## config.mk

```make
export PLATFORM = sky130hd
export DESIGN_NAME = uart_tx_mc
export DESIGN_NICKNAME = d
export VERILOG_FILES = /design/src/rtl/uart_pkg.sv /design/src/rtl/uart_sync_fifo.sv /design/src/rtl/uart_tx_mc.sv
export SDC_FILE = /design/constraint.sdc
export NUM_CORES = 1
export LEC_CHECK = 0
export ABC_AREA = 1
export BUFFER_PORTS_ARGS = -buffer_cell sky130_fd_sc_hd__buf_2
export CAP_MARGIN = 15
export CELL_PAD_IN_SITES_DETAIL_PLACEMENT = 1
export CELL_PAD_IN_SITES_GLOBAL_PLACEMENT = 1
export CORE_ASPECT_RATIO = 1.4
export CORE_MARGIN = 4
export CORE_UTILIZATION = 50
export DETAILED_ROUTE_END_ITERATION = 8
export PLACE_DENSITY_LB_ADDON = 0.1
export REMOVE_ABC_BUFFERS = 1
export SLEW_MARGIN = 0
export SYNTH_ARGS = -nofsm -noshare
export SYNTH_HDL_FRONTEND = slang
export SYNTH_SLANG_ARGS = --single-unit
```

## constraint.sdc

```tcl
create_clock -name clk -period 2.46 [get_ports clk]
set_clock_uncertainty 0.1 [all_clocks]
set_input_delay 0.246 -clock clk [delete_from_list [all_inputs] [get_ports clk]]
set_output_delay 0.246 -clock clk [all_outputs]
set_load 0.05 [all_outputs]
```

## src/rtl/uart_pkg.sv

```systemverilog
// Shared definitions for the UART transmitter: FSM state encoding, legal
// parameter ranges and the occupancy-width helper. Honours UART_TX_PARITY_EN.
package uart_pkg;

    typedef enum logic [2:0] {
        ST_IDLE   = 3'd0,
        ST_START  = 3'd1,
        ST_DATA   = 3'd2,
`ifdef UART_TX_PARITY_EN
        ST_PARITY = 3'd3,
`endif
        ST_STOP   = 3'd4
    } tx_state_t;

    localparam int DATA_W_MIN       = 5;
    localparam int DATA_W_MAX       = 9;
    localparam int FIFO_DEPTH_MIN   = 4;
    localparam int FIFO_DEPTH_MAX   = 4096;
    localparam int CLKS_PER_BIT_MIN = 2;
    localparam int STOP_BITS_MIN    = 1;
    localparam int STOP_BITS_MAX    = 2;

    // Occupancy needs one bit more than the address so "full" is representable.
    function automatic int usedw_width(input int depth);
        return $clog2(depth) + 1;
    endfunction

endpackage

```

## src/rtl/uart_sync_fifo.sv

```systemverilog
// Single-clock FIFO with registered read data, registered full/empty flags
// and occupancy count. Storage is a plain array so it maps onto block RAM.
module uart_sync_fifo
    import uart_pkg::*;
#(
    parameter int DATA_W     = 8,
    parameter int FIFO_DEPTH = 16
) (
    input  logic                                  clk,
    input  logic                                  rst,
    input  logic                                  wen,
    input  logic [DATA_W-1:0]                     wdata,
    input  logic                                  ren,
    output logic [DATA_W-1:0]                     rdata,
    output logic                                  full,
    output logic                                  empty,
    output logic [usedw_width(FIFO_DEPTH)-1:0]    usedw
);

    localparam int AW = $clog2(FIFO_DEPTH);
    localparam int UW = usedw_width(FIFO_DEPTH);

    logic [DATA_W-1:0] mem [FIFO_DEPTH];
    logic [DATA_W-1:0] rdata_reg;
    logic [AW-1:0]     wr_ptr_reg;
    logic [AW-1:0]     rd_ptr_reg;
    logic [UW-1:0]     count_reg;
    logic [UW-1:0]     count_next;
    logic              full_reg;
    logic              empty_reg;
    logic              do_wr;
    logic              do_rd;

    // Requests against a full/empty FIFO are ignored rather than corrupting state.
    assign do_wr = wen & ~full_reg;
    assign do_rd = ren & ~empty_reg;

    always_comb begin
        count_next = count_reg;
        if (do_wr && !do_rd) begin
            count_next = count_reg + UW'(1);
        end else if (do_rd && !do_wr) begin
            count_next = count_reg - UW'(1);
        end
    end

    always_ff @(posedge clk) begin
        if (do_wr) begin
            mem[wr_ptr_reg] <= wdata;
        end
        if (do_rd) begin
            rdata_reg <= mem[rd_ptr_reg];
        end
    end

    always_ff @(posedge clk) begin
        if (rst) begin
            wr_ptr_reg <= '0;
            rd_ptr_reg <= '0;
            count_reg  <= '0;
            full_reg   <= 1'b0;
            empty_reg  <= 1'b1;
        end else begin
            if (do_wr) begin
                wr_ptr_reg <= wr_ptr_reg + AW'(1);
            end
            if (do_rd) begin
                rd_ptr_reg <= rd_ptr_reg + AW'(1);
            end
            count_reg <= count_next;
            full_reg  <= (count_next == UW'(FIFO_DEPTH));
            empty_reg <= (count_next == '0);
        end
    end

    assign rdata = rdata_reg;
    assign full  = full_reg;
    assign empty = empty_reg;
    assign usedw = count_reg;

endmodule

```

## src/rtl/uart_tx_mc.sv

```systemverilog
// UART transmitter: TX FIFO feeding a start/data/[parity]/stop serialiser.
// Defining UART_TX_PARITY_EN adds the tx_par_odd port and a parity bit.
module uart_tx_mc
    import uart_pkg::*;
#(
    parameter int DATA_W       = 8,
    parameter int FIFO_DEPTH   = 16,
    parameter int CLKS_PER_BIT = 868,
    parameter int STOP_BITS    = 1
) (
    input  logic                                  clk,
    input  logic                                  rst,
    input  logic                                  ena,
`ifdef UART_TX_PARITY_EN
    input  logic                                  tx_par_odd,
`endif
    input  logic                                  tx_fifo_wen,
    input  logic [DATA_W-1:0]                     tx_fifo_wdata,
    output logic                                  tx_fifo_full,
    output logic                                  tx_fifo_empty,
    output logic [usedw_width(FIFO_DEPTH)-1:0]    tx_fifo_usedw,
    output logic                                  txd,
    output logic                                  tx_work
);

    localparam int BW = $clog2(CLKS_PER_BIT);
    localparam logic [BW-1:0] BAUD_LAST = BW'(CLKS_PER_BIT - 1);
    localparam logic [3:0]    DATA_LAST = 4'(DATA_W - 1);
    localparam logic [3:0]    STOP_LAST = 4'(STOP_BITS - 1);

    if (DATA_W < DATA_W_MIN || DATA_W > DATA_W_MAX ||
        FIFO_DEPTH < FIFO_DEPTH_MIN || FIFO_DEPTH > FIFO_DEPTH_MAX ||
        (FIFO_DEPTH & (FIFO_DEPTH - 1)) != 0 ||
        CLKS_PER_BIT < CLKS_PER_BIT_MIN ||
        STOP_BITS < STOP_BITS_MIN || STOP_BITS > STOP_BITS_MAX) begin : g_param_check
        $error("uart_tx_mc: parameter out of legal range");
    end

    tx_state_t         state_reg;
    logic [BW-1:0]     baud_cnt_reg;
    logic [3:0]        bit_cnt_reg;
    logic [DATA_W-1:0] shift_reg;
    logic              txd_reg;
    logic              tx_work_reg;
    logic [DATA_W-1:0] fifo_rdata;
    logic              bit_done;
    logic              last_stop;
    logic              pop;
`ifdef UART_TX_PARITY_EN
    logic              par_odd_reg;
    logic              parity_reg;
`endif

    uart_sync_fifo #(
        .DATA_W     (DATA_W),
        .FIFO_DEPTH (FIFO_DEPTH)
    ) u_fifo (
        .clk   (clk),
        .rst   (rst),
        .wen   (tx_fifo_wen),
        .wdata (tx_fifo_wdata),
        .ren   (pop),
        .rdata (fifo_rdata),
        .full  (tx_fifo_full),
        .empty (tx_fifo_empty),
        .usedw (tx_fifo_usedw)
    );

    assign bit_done  = (baud_cnt_reg == '0);
    assign last_stop = (state_reg == ST_STOP) && bit_done && (bit_cnt_reg == STOP_LAST);
    // Popping on the final stop cycle lets the next start bit follow with no gap.
    assign pop       = ena && !tx_fifo_empty && ((state_reg == ST_IDLE) || last_stop);

    always_ff @(posedge clk) begin
        if (rst) begin
            state_reg    <= ST_IDLE;
            baud_cnt_reg <= '0;
            bit_cnt_reg  <= '0;
            shift_reg    <= '0;
            txd_reg      <= 1'b1;
            tx_work_reg  <= 1'b0;
`ifdef UART_TX_PARITY_EN
            par_odd_reg  <= 1'b0;
            parity_reg   <= 1'b0;
`endif
        end else begin
            if (state_reg != ST_IDLE) begin
                baud_cnt_reg <= bit_done ? BAUD_LAST : baud_cnt_reg - BW'(1);
            end
            case (state_reg)
                ST_IDLE: begin
                    if (pop) begin
                        state_reg    <= ST_START;
                        txd_reg      <= 1'b0;
                        tx_work_reg  <= 1'b1;
                        baud_cnt_reg <= BAUD_LAST;
`ifdef UART_TX_PARITY_EN
                        par_odd_reg  <= tx_par_odd;
`endif
                    end
                end
                ST_START: begin
                    // Popped word is valid in the FIFO read register by now.
                    if (bit_done) begin
                        state_reg   <= ST_DATA;
                        txd_reg     <= fifo_rdata[0];
                        shift_reg   <= {1'b0, fifo_rdata[DATA_W-1:1]};
                        bit_cnt_reg <= '0;
`ifdef UART_TX_PARITY_EN
                        parity_reg  <= (^fifo_rdata) ^ par_odd_reg;
`endif
                    end
                end
                ST_DATA: begin
                    if (bit_done) begin
                        if (bit_cnt_reg == DATA_LAST) begin
                            bit_cnt_reg <= '0;
`ifdef UART_TX_PARITY_EN
                            state_reg   <= ST_PARITY;
                            txd_reg     <= parity_reg;
`else
                            state_reg   <= ST_STOP;
                            txd_reg     <= 1'b1;
`endif
                        end else begin
                            txd_reg     <= shift_reg[0];
                            shift_reg   <= {1'b0, shift_reg[DATA_W-1:1]};
                            bit_cnt_reg <= bit_cnt_reg + 4'd1;
                        end
                    end
                end
`ifdef UART_TX_PARITY_EN
                ST_PARITY: begin
                    if (bit_done) begin
                        state_reg   <= ST_STOP;
                        txd_reg     <= 1'b1;
                        bit_cnt_reg <= '0;
                    end
                end
`endif
                ST_STOP: begin
                    if (bit_done) begin
                        if (bit_cnt_reg == STOP_LAST) begin
                            bit_cnt_reg <= '0;
                            if (pop) begin
                                state_reg <= ST_START;
                                txd_reg   <= 1'b0;
`ifdef UART_TX_PARITY_EN
                                par_odd_reg <= tx_par_odd;
`endif
                            end else begin
                                state_reg   <= ST_IDLE;
                                txd_reg     <= 1'b1;
                                tx_work_reg <= 1'b0;
                            end
                        end else begin
                            bit_cnt_reg <= bit_cnt_reg + 4'd1;
                        end
                    end
                end
                default: begin
                    state_reg   <= ST_IDLE;
                    txd_reg     <= 1'b1;
                    tx_work_reg <= 1'b0;
                end
            endcase
        end
    end

    assign txd     = txd_reg;
    assign tx_work = tx_work_reg;

endmodule

```

* After elaboration in Yosys (flattened, before gate mapping)
Memories as Yosys holds them, arrays and structs flattened. A register that Yosys moved wholly into a read port is not among the register bits. Index checks and enable logic that the tools add are counted.
Cells by class: equality and inequality tests 13, mux-type cells 39, add/subtract/negate cells 6, bitwise operators 5, reductions and logical operators 23
Operators by type and width (number):
- 10-bit 2-to-1 mux | 4
- 8-bit 2-to-1 mux | 3
- 4-bit 2-to-1 mux | 5
- 3-bit 2-to-1 mux | 6
- 8-bit case mux with 2 select lines | 1
- 1-bit 2-to-1 mux | 14
- 4-bit by 1-bit adder with 4-bit output (second input constant) | 3
- 2-bit inequality test (second input constant) | 6
- 3-bit case mux with 4 select lines | 1
- 4-bit case mux with 3 select lines | 1
- 10-bit logical NOT | 1
- 5-bit 2-to-1 mux | 2
- 5-bit AND reduction | 2
- 10-bit by 1-bit subtractor with 10-bit output (second input constant) | 1
- 4-bit AND reduction | 2
- 1-bit logical AND | 6
- 6-bit AND reduction | 1
- 3-bit nonzero test | 2
- 5-bit by 1-bit adder with 5-bit output (second input constant) | 1
- 5-bit equality test (second input constant) | 1
- 5-bit logical NOT | 1
- 5-bit by 1-bit subtractor with 5-bit output (second input constant) | 1
- 4-bit by 3-bit equality test with 1-bit output (second input constant) | 1
- 4-bit logical NOT | 1
- other kinds (13) | 19
Storage, ports and cells: bits in writable memories 128, flip-flop bits (word level) 42, output and inout port bits 9, input port bits 12, memories 1
Memory list:
- u_fifo.mem | depth 16, bits a word 8, rd ports 1, clocked after memory_dff 1, wr ports 1, line uart_sync_fifo.sv:23 | logic [DATA_W-1:0] mem [FIFO_DEPTH];

* Longest topological paths before layout
depth in word-level cells 10, mapped depth 14, depth with buffers taken out 14

* By module
Synthesis repeated with hierarchy kept, for this count alone.
Unflattened totals: cell total of the unflattened synthesis 719, area total of the unflattened synthesis 7754.9 um^2
By module, submodules not included:
- uart_sync_fifo | times used 1, cells an instance 495, sequential area each 4384.2 um^2, area each 6153.4 um^2
- uart_tx_mc | times used 1, cells an instance 224, sequential area each 520.5 um^2, area each 1601.5 um^2

* Least setup slack after synthesis
Ideal clock, no wire load.
path type register to register, start point register u_fifo.full_reg, in the netlist u_fifo.full, end point memory u_fifo.mem[3][0] (enable), setup slack 415 ps, path buffers 0, required time 1990 ps, period minus slack after synthesis 2045 ps, arrival time 1575 ps, stages on the path, launching flop included 6, cells stage by stage dfxtp_1 -> nor2_1 -> inv_4 -> nor2_1 -> nand2_1 -> nor2_1
Between the ends: cells in the longest elaborated chain, start to end 4
Ends and longest elaborated chain:
- from (decl) | line uart_sync_fifo.sv:29 | logic full_reg;
- from (signal assigned) | line uart_sync_fifo.sv:71 | full_reg <= (count_next == UW'(FIFO_DEPTH));
- 1-bit NOT | line uart_sync_fifo.sv:35 | assign do_wr = wen & ~full_reg;
- 1-bit AND | line uart_sync_fifo.sv:35
- 1-bit 2-to-1 mux | line uart_sync_fifo.sv:48 | if (do_wr) begin
- 1-bit 2-to-1 mux (implied by the code) | line uart_sync_fifo.sv:49 | mem[wr_ptr_reg] <= wdata;
- to (decl) | line uart_sync_fifo.sv:23
No other way between the ends.

* Worst setup path after layout
start point register u_fifo.empty_reg, in the netlist u_fifo.empty, end point register u_fifo.empty_reg, in the netlist u_fifo.empty
Between the ends: cells in the longest elaborated chain, start to end 8, elaborated cells on any way between the ends 11, classes of those cells 2 x mux; 2 x bitwise; 7 x reduce/logical
Ends and longest elaborated chain:
- from (decl) | line uart_sync_fifo.sv:30 | logic empty_reg;
- from (signal assigned) | line uart_sync_fifo.sv:72 | empty_reg <= (count_next == '0);
- 1-bit logical NOT | line uart_tx_mc.sv:72 | assign pop = ena && !tx_fifo_empty && ((state_reg == ST_IDLE) || last_stop);
- 1-bit logical AND (2 in series) | line uart_tx_mc.sv:72
- 1-bit AND (*) | line uart_sync_fifo.sv:36 | assign do_rd = ren & ~empty_reg;
- 1-bit logical AND or 1-bit logical NOT (tied branches) | line uart_sync_fifo.sv:42, uart_sync_fifo.sv:40
- 5-bit 2-to-1 mux or 1-bit logical AND (tied branches) | line uart_sync_fifo.sv:42, uart_sync_fifo.sv:40
- 5-bit 2-to-1 mux (*) | line uart_sync_fifo.sv:40 | if (do_wr && !do_rd) begin
- 5-bit logical NOT (*) | line uart_sync_fifo.sv:72
Mark *: on every way between the ends. The rest lies on a longest branch, timed or not. A chain may end at the register's enable or synchronous reset.

==> qor.yml <==
drt_wl_total_um: 18700
synth.yosys.seq_area_share_pct: 65.8
cts_repair_resize_count: 0
synth.most_common_cell: "sky130_fd_sc_hd__edfxtp_1"
post_cts_hold_buffer_count: 0
numPortBuffers: 20
cap_violations: 0
yosys-top-cells-count: "sky130_fd_sc_hd__edfxtp_1 (136), sky130_fd_sc_hd__nor2_1 (102), sky130_fd_sc_hd__nand2_1 (79), sky130_fd_sc_hd__o21ai_0 (52), sky130_fd_sc_hd__dfxtp_1 (41)"
numClockSinks: 177
critical_path.endpoint_type: "register"
synth-async-reset-ratio_pct: 0
antenna_found_initial: 0
n_antenna_cell: 0
clock_pin_slew_worst_setup_and_hold_paths_ns: 0.07
fin_worst_hold_slack_ns: 0.105
r2r_startpoint: "u_fifo.empty$_SDFF_PP1_"
layout.cell_area.non_filler_um2: 8420
timing.critical_path.required_ns: 2.71
multiInputGateArea_um2: 2250
final_max_slew_viol_count: 0
globalRouteOverflowTotal: 0
worst_ir_drop_vdd_mv: 0.583
largest_reg_flops: 128
grt_use_total_pct: 23.0
cp.arrival_ns: 2.39
layout_worst_path_cycle_share_pct: 86.7
number_of_storage_elements_in_the_synthesis_netlist: 177
endpoint: "u_fifo.empty$_SDFF_PP1_"
regArea_um2: 4910
path_class: "register to register"
pwr_dens_nw_per_um2: 985
syn_area_per_cell_um2: 11.4
die_outline_area_um2: 16900
drive_gt1_share_pct: 13.9
ys_warn_count: 0
place.gp.congestion: 0.858
post_synth_instance_area_um2: 7450
synth_top_area_cell: "sky130_fd_sc_hd__edfxtp_1"
reg2reg_to: "u_fifo.empty$_SDFF_PP1_"
cts.htree.levels: 4
antenna_violating_nets_post_route: 0
detailroute.via_count: 5053
min_period_ns: 2.13
dp.final_hpwl_um: 12800
remaining_routing_drc_violations: 0
postCtsSetupBuffers: 0
finalSetupViolations: 0
status: "finished clean"
post_synth_inst_count: 651
detail_route.first_pass.iterations: 5
place_worst_setup_slack_ns: 0.283
timing.max_slew.rel_slack_pct: 46.8
tritoncts.num_buffers: 17
wire_length_of_the_first_global_routing_pass_um: 30000
route.detailed.vias_per_inst: 5.71
power.leakage_nw: 2.98
synth-edff-count: 136
grt_setup_unrepaired: "false"
cts.root.buffer_cell: "sky130_fd_sc_hd__clkbuf_16"
standard_cell_area_after_detailed_placement_um2: 7860
synth_top_cells_by_area: "sky130_fd_sc_hd__edfxtp_1 (55%), sky130_fd_sc_hd__dfxtp_1 (11%), sky130_fd_sc_hd__nor2_1 (5.1%)"
timing_worst_slew_pin_value_ns: 0.799
final_hold_viol_count: 0
die_x_um: 111
die_height_um: 152
finalNetCount: 706
clockBufferDepth: 2
setup.worst_path.start: "u_fifo.empty$_SDFF_PP1_"
layout-area-overhead-vs-synth_pct: 13.0
synth_top_flop_cell: "sky130_fd_sc_hd__edfxtp_1"
critPathMaxFanout: 21
vias_in_the_first_global_route: 5446
max_freq_mhz: 469
timing.setup.tns_ns: 0
tritoncts: "yes"
timing.critical_path.from_type: "register"
clock_latency_ns: 0.43
n_fill_cell: 1505
std_cell_rows: 52
timing.reg2reg.worst_path_depth: 11
synth_top_area_share_pct: 54.8
grt_start_max_net_pins: 57
drt-initial-drc-count: 327
synth.lib_cells_used.distinct: 35
fp.coreArea_um2: 14500
worst-r2r-setup-slack_ns: 0.33
routedWlPerCell_um: 21.2
hp-class: "primary input to register"
fin_total_pwr_w: 0.00829
fin_ws_ns: 0.328
pin_count: 21
initial_core_utilization_pct: 51.4
==> routing by layer <==
layer / track usage [%] / part of all wire, % / vias to the layer above / routed length, µm
met3: 4.25 / 3.9 / 20 / 737
met4: 7.54 / 1.4 / 0 / 257
met2: 43.2 / 57 / 102 / 10700
met5: 0 / 0 / - / 0
li1: - / - / 2400 / -
met1: 26.0 / 38 / 2531 / 7060
==> per-stage QoR <==
| stage | std cells | utilization [%] |
|---|---|---|
| 5_1_grt | 885 | 58.0 |
| 3_5_place_dp | 853 | 54.1 |
| 6_report | 885 | 58.0 |
| 3_3_place_gp | 853 | 54.1 |
| 2_1_floorplan | 620 | - |
| 4_1_cts | 885 | 58.0 |
==> final cells by class <==
class	count	area share, %
sequential	177	58.3
multi-input combinational	403	26.8
clock buffer	19	5.14
timing repair buffer	44	3.63
tap	189	2.81
inverter	40	1.81
clock inverter	13	1.52
==> worst max-delay path, stage by stage (launching register included) <==
cell and delay (ns):
sky130_fd_sc_hd__dfxtp_1 0.33, sky130_fd_sc_hd__nor2_1 0.29, sky130_fd_sc_hd__nand3_1 0.14, sky130_fd_sc_hd__nor2_2 0.14
sky130_fd_sc_hd__nand2_4 0.09, sky130_fd_sc_hd__nand2_4 0.26, sky130_fd_sc_hd__nand2_4 0.11, sky130_fd_sc_hd__nand3_1 0.12
sky130_fd_sc_hd__nand2_1 0.07, sky130_fd_sc_hd__nor2_1 0.19, sky130_fd_sc_hd__nand3_1 0.13, sky130_fd_sc_hd__nand2_1 0.08
==> cells by family (layout without fill, tap and decap cells) <==
kind of cell | after synthesis | count (layout) | synth area share, %
AND/OR/NAND/NOR | 233 | 233 | 13.6
flip-flops | 177 | 177 | 65.8
AO/OA/AOI/OAI | 128 | 128 | 10.8
buffers and inverters | 71 | 116 | 3.91
multiplexers | 21 | 21 | 2.82
adder cells (fa/ha/maj) | 11 | 11 | 1.85
XOR/XNOR | 10 | 10 | 1.18
==> cells in the final DEF (no fill, tap or decap), types with 3 or more instances in the layout <==
master / netlist / layout
sky130_fd_sc_hd__dfxtp_1: 41 / 39
sky130_fd_sc_hd__nor2_2: 4 / 4
sky130_fd_sc_hd__o221ai_1: 21 / 21
sky130_fd_sc_hd__a211oi_1: 4 / 4
sky130_fd_sc_hd__xnor2_1: 4 / 4
sky130_fd_sc_hd__nand2_4: 4 / 4
sky130_fd_sc_hd__buf_4: 2 / 22
sky130_fd_sc_hd__edfxtp_1: 136 / 136
sky130_fd_sc_hd__a21oi_1: 20 / 20
sky130_fd_sc_hd__inv_6: 0 / 4
sky130_fd_sc_hd__nor3_1: 6 / 6
sky130_fd_sc_hd__o21ai_0: 52 / 52
sky130_fd_sc_hd__o211ai_1: 10 / 10
sky130_fd_sc_hd__clkbuf_16: 0 / 17
sky130_fd_sc_hd__xor2_1: 6 / 6
sky130_fd_sc_hd__nand3_2: 3 / 3
sky130_fd_sc_hd__nand2_1: 79 / 79
sky130_fd_sc_hd__clkinvlp_4: 0 / 6
sky130_fd_sc_hd__nand3_1: 26 / 26
sky130_fd_sc_hd__o32ai_1: 9 / 9
sky130_fd_sc_hd__nor2_1: 102 / 102
sky130_fd_sc_hd__mux2i_1: 21 / 21
sky130_fd_sc_hd__ha_1: 11 / 11
sky130_fd_sc_hd__a31oi_1: 7 / 7
sky130_fd_sc_hd__nand4_1: 3 / 3
sky130_fd_sc_hd__buf_2: 6 / 20
sky130_fd_sc_hd__inv_1: 33 / 33
sky130_fd_sc_hd__inv_2: 4 / 4
==> where the power goes <==
part / internal (W) / total, W / switching, W / leakage, nW
clock network: 0.00141 / 0.00256 / 0.00115 / 0.253
registers: 0.00349 / 0.00374 / 0.000244 / 1.57
logic: 0.000645 / 0.00199 / 0.00135 / 1.17
==> worst min path at each step <==
stage / startpoint / to / slack [ns] / depth (start not counted)
2_1_floorplan: rst / baud_cnt_reg[1]$_SDFF_PP0_ / 0.22 / 1
3_3_place_gp: tx_work$_SDFFE_PP0P_ / tx_work$_SDFFE_PP0P_ / 0.35 / 2
3_5_place_dp: tx_work$_SDFFE_PP0P_ / tx_work$_SDFFE_PP0P_ / 0.37 / 2
4_1_cts: tx_fifo_wdata[7] / u_fifo.mem[7][7]$_DFFE_PP_ / 0.09 / 1
5_1_grt: tx_fifo_wdata[7] / u_fifo.mem[5][7]$_DFFE_PP_ / 0.11 / 1
6_report: tx_fifo_wdata[7] / u_fifo.mem[7][7]$_DFFE_PP_ / 0.11 / 1
Note: power is estimated with default switching activity, not from simulation.
